<file path="src/rtl/vc_queue_rr_sched.sv">
// Round-robin merge of several val/rdy producers into one shared queue input,
// with an optional burst lock that keeps the grant on one requester.
module vc_queue_rr_sched #(
   parameter int p_nreqs     = 4,
   parameter int p_msg_nbits = 32,
   parameter int p_max_burst = 4
) (
   input  logic                             clk,
   input  logic                             reset,
   input  logic [p_nreqs-1:0]               in_val,
   output logic [p_nreqs-1:0]               in_rdy,
   input  logic [p_nreqs*p_msg_nbits-1:0]   in_msg,
   output logic                             out_val,
   input  logic                             out_rdy,
   output logic [p_msg_nbits-1:0]           out_msg,
   output logic [$clog2(p_nreqs)-1:0]       out_src,
   output logic [p_nreqs-1:0]               grant,
   output logic                             locked
);

   localparam int PW = $clog2(p_nreqs);
   localparam int BW = $clog2(p_max_burst + 1);
   localparam logic [PW-1:0] LastIdx  = PW'(p_nreqs - 1);
   localparam logic [BW-1:0] MaxBurst = BW'(p_max_burst);

   logic [PW-1:0] prio_ptr_q, prio_ptr_d;
   logic [PW-1:0] owner_q, owner_d;
   logic          lock_q, lock_d;
   logic [BW-1:0] burst_cnt_q, burst_cnt_d;

   logic          found;
   logic [PW-1:0] sel;
   logic [PW-1:0] cand;
   logic          xfer;
   logic [BW-1:0] n_burst;

   // Explicit wrap compare so non-power-of-2 requester counts stay in range.
   function automatic logic [PW-1:0] inc_wrap(input logic [PW-1:0] v);
      if (v == LastIdx) return '0;
      return v + PW'(1);
   endfunction

   always_ff @(posedge clk or posedge reset) begin
      if (reset) begin
         prio_ptr_q  <= '0;
         owner_q     <= '0;
         lock_q      <= 1'b0;
         burst_cnt_q <= '0;
      end else begin
         prio_ptr_q  <= prio_ptr_d;
         owner_q     <= owner_d;
         lock_q      <= lock_d;
         burst_cnt_q <= burst_cnt_d;
      end
   end

   // A live lock overrides the round-robin scan starting at prio_ptr.
   always_comb begin
      found = 1'b0;
      sel   = '0;
      cand  = prio_ptr_q;
      if (lock_q && in_val[owner_q]) begin
         found = 1'b1;
         sel   = owner_q;
      end
      for (int k = 0; k < p_nreqs; k++) begin
         if (!found && in_val[cand]) begin
            found = 1'b1;
            sel   = cand;
         end
         cand = inc_wrap(cand);
      end
   end

   always_comb begin
      grant = '0;
      if (found) grant[sel] = 1'b1;
      out_val = found;
      out_src = found ? sel : '0;
      out_msg = found ? in_msg[int'(sel)*p_msg_nbits +: p_msg_nbits] : '0;
      in_rdy  = grant & {p_nreqs{out_rdy}};
      locked  = lock_q;
   end

   // Release of an idle owner is applied first so a same-cycle transfer wins.
   always_comb begin
      prio_ptr_d  = prio_ptr_q;
      owner_d     = owner_q;
      lock_d      = lock_q;
      burst_cnt_d = burst_cnt_q;
      xfer        = found & out_rdy;
      n_burst     = (lock_q && sel == owner_q) ? burst_cnt_q + BW'(1) : BW'(1);

      if (lock_q && !in_val[owner_q]) begin
         lock_d      = 1'b0;
         burst_cnt_d = '0;
         prio_ptr_d  = inc_wrap(owner_q);
      end

      if (xfer) begin
         if (n_burst == MaxBurst) begin
            lock_d      = 1'b0;
            burst_cnt_d = '0;
            prio_ptr_d  = inc_wrap(sel);
         end else begin
            lock_d      = 1'b1;
            owner_d     = sel;
            burst_cnt_d = n_burst;
         end
      end
   end

endmodule
</file>
<file path="config.mk">
export PLATFORM = sky130hd
export DESIGN_NAME = vc_queue_rr_sched
export DESIGN_NICKNAME = d
export VERILOG_FILES = /design/src/rtl/vc_queue_rr_sched.sv
export SDC_FILE = /design/constraint.sdc
export NUM_CORES = 1
export LEC_CHECK = 0
export CORE_MARGIN = 2
export CORE_UTILIZATION = 33
export CTS_CLUSTER_SIZE = 40
export DETAILED_ROUTE_END_ITERATION = 6
export GPL_TIMING_DRIVEN = 0
export HOLD_SLACK_MARGIN = 0.02
export PLACE_DENSITY = 0.83
export SYNTH_ARGS = -nofsm -noshare
export SYNTH_HDL_FRONTEND = slang
export SYNTH_SLANG_ARGS = --single-unit
</file>
<file path="constraint.sdc">
create_clock -name clk -period 5.05 [get_ports clk]
set_clock_uncertainty 0.1 [all_clocks]
set_input_delay 1.2625 -clock clk [delete_from_list [all_inputs] [get_ports clk]]
set_output_delay 1.2625 -clock clk [all_outputs]
set_load 0.03 [all_outputs]
</file>
==> metrics.txt <==
status finished clean; post-detailed-route count of antenna-violating nets 0; Hold Vio Cnt, Final 0; HPWL after detailed placement 7190 um; Starting Density 0.337; CORE AREA 6240 um2; # DRC 0; Crit. End Element output pin; placed instance count 460; Setup crit end out_msg[15]; clock sinks 8; CP peak stage delay 0.55 ns; Vias 2594; dominant cell type by area after synthesis mux4_2; critical path depth in cells 11; layout net count 553; CP max stage cell mux4_2; top cell family by delay on the critical path multiplexers; met1 Usage GRT 0.304; Via-to-Cell Ratio 5.34; Hold Crit Class register to register; Post-Syn Nets 347; DP Worst Slack -0.921 ns; Iteration-0 DRC Markers 152; CTS Buffer Depth 2; Clock Latency Late Sink 0.23 ns; Reg2Reg Depth 12; Post-Syn Area 2100 um2; final core occ 0.698; final setup fails 0; initial antenna violation count 0; CP most frequent cell mux4_2; Startpoint Class primary input; leakage power 1.79 nW; grt met3 use 0.0425; R2R Setup Slk 1.68 ns; max_slew headroom 0.581; die area 7020 um2; Syn-to-layout area delta 107%; setup ws final 0.0719 ns; power per cell area 900 nW/um2; crit-path cells clkbuf_2, mux4_2, nand2b_4, o21a_1, o21a_2, a21oi_4, buf_12, buf_6, mux4_2, and2_1, buf_2; CTS root buffer clkbuf_8; Inserted Diodes 0; Critical R2R Launch prio_ptr_q[1]$_DFF_PP0_; kind of critical path primary input to output pin; total global routing overflow 0; top post-synthesis cells by area mux4_2, and2_1, dfrtp_1; TritonCTS clock tree yes; largest net degree at the start of global routing 12; num rows 29; gr busiest metal met2; max cap viols 0; Post-Layout Cell Count 486; WL final 9130 um; Total GRT Usage 0.247; H-tree depth 1; Post-Synthesis Cells 205; M2 GR Usage 0.437; Die X 83.8 um; CTS clk-pin slew, worst paths 0.04 ns; Fmax 201 MHz; fraction of the yosys area taken by sequential cells 0.0952; Max IR drop VDD 0.000649 V; Syn Area/Cell 10.3 um2; Port Buffers 178; period utilisation layout 0.986; Pins Over Slew Limit 0; gp weighted congestion 0.853; total CTS buffers 3; worst slew pin tran 0.624 ns; dpl cell area 3980 um2; worst path arrival time 3.62 ns; ratio of cells with drive above 1 in the final layout 0.367; 1st-pass router iterations 4; Design Area, Final 4360 um2; number of global-route vias before repair 2720; area share of the largest cell type after synthesis 0.354; crit path from in_val[3]; most frequent cells in the layout clkdlybuf4s50_1, mux4_2, buf_6; Tmin final 4.98 ns; Die Ht 83.8 um; WL/cell 18.8 um; I/O Pins 179; synth warn 0; Yosys cell types 52; CP bufs+invs 4; Yosys reg bits 8; global-route wire length before repair 13900 um; Critical Path RT 3.69 ns; crit-path max FO 5; reg2reg end prio_ptr_q[1]$_DFF_PP0_; commonest non-fill, non-tap cell in the layout clkdlybuf4s50_1
what timing repair did:
item / CTS / global route
hold buffers: 0 / 0
gates resized for setup: 277 / 30
setup buffers: 15 / 3
cloned: 4 / 2
pin swaps: 6 / 5
endpoints found under the setup margin: 43 / 41
per-layer routing:
metal  vias to the layer above  routed length [um]
met4                         0                 238
met2                       128                4780
met3                        22                 622
li1                       1209                   -
met5                         -                   0
met1                      1235                3490
worst reg2reg max path: stages (launching register included):
cell and delay [ns]:
dfrtp_1 0.48, ha_1 0.35, clkbuf_1 0.38, o21bai_1 0.22
a21oi_1 0.10, nor2_1 0.18, o221ai_2 0.13, buf_6 0.14
buf_8 0.13, buf_4 0.14, a211oi_1 0.30, o2111a_2 0.31
mux2_4 0.30
cells in the mapped netlist (all sizes together):
library cell	instances
nor3b	1
nor4bb	1
a211o	1
o2111a	2
o21a	4
inv	6
nor3	2
nand2b	4
nand3	1
dfrtp	8
or4b	2
o221ai	2
mux4	33
o21ba	1
or2b	1
o21ai	12
nor4b	1
and2	39
buf	11
o32ai	1
ha	7
clkbuf	8
nand2	10
nor2	6
or4	1
a221oi	1
a21boi	2
o21bai	2
a221o	1
mux2i	5
a211oi	2
a2111oi	1
a22oi	1
nor2b	4
a21oi	9
and3	4
a32o	2
o211ai	1
mux2	5
metrics by stage:
| step | TNS [ns] | total power [mW] | hold slack (ns) |
|---|---|---|---|
| 2_1_floorplan | 0 | 2.25 | 0.382 |
| 3_3_place_gp | -34.76 | 3.26 | 0.401 |
| 3_5_place_dp | -33.04 | 3.29 | 0.422 |
| 4_1_cts | 0 | 3.75 | 0.433 |
| 5_1_grt | -0.00345 | 4.14 | 0.457 |
| 6_report | 0 | 3.92 | 0.433 |
kinds of logic after synthesis:
family                   after synthesis  synth area share
multiplexers                          43             0.410
adder cells (fa/ha/maj)                7            0.0417
buffers and inverters                 25            0.0714
AND/OR/NAND/NOR                       77             0.223
AO/OA/AOI/OAI                         45             0.159
flip-flops                             8            0.0952
layout make-up:
type,instances,area [um2]
Timing Repair Buffer,202,1990
Fill cell,467,1890
Multi-Input combinational cell,172,1850
Sequential cell,8,200
Buffer,18,163
Tap cell,77,96.3
Clock buffer,3,41.3
Inverter,6,22.5
how the worst min path moves through the flow:
stage                                     startpoint                          to  slack, ns  depth (start not counted)
after floorplan           burst_cnt_q[2]$_DFFE_PP0P_  burst_cnt_q[2]$_DFFE_PP0P_       0.38                          2
after detailed placement  burst_cnt_q[0]$_DFFE_PP0P_  burst_cnt_q[0]$_DFFE_PP0P_       0.42                          1
after global routing      burst_cnt_q[1]$_DFFE_PP0P_  burst_cnt_q[1]$_DFFE_PP0P_       0.46                          1
after CTS                 burst_cnt_q[1]$_DFFE_PP0P_  burst_cnt_q[1]$_DFFE_PP0P_       0.43                          1
final                     burst_cnt_q[1]$_DFFE_PP0P_  burst_cnt_q[1]$_DFFE_PP0P_       0.43                          1
after global placement    burst_cnt_q[0]$_DFFE_PP0P_  burst_cnt_q[0]$_DFFE_PP0P_       0.40                          1
where the power goes:
part	leakage, nW	switching, mW	internal, mW
combinational	1.67	1.79	1.93
sequential	0.0987	0.0294	0.0900
clock	0.0216	0.0253	0.0516
flip-flops by register name (all words and copies together), names as in the netlist:
| signal | flops |
|---|---|
| prio_ptr_q | 2 |
| burst_cnt_q | 3 |
| locked | 1 |
| owner_q | 2 |
Power figures use the tool's default switching activity.
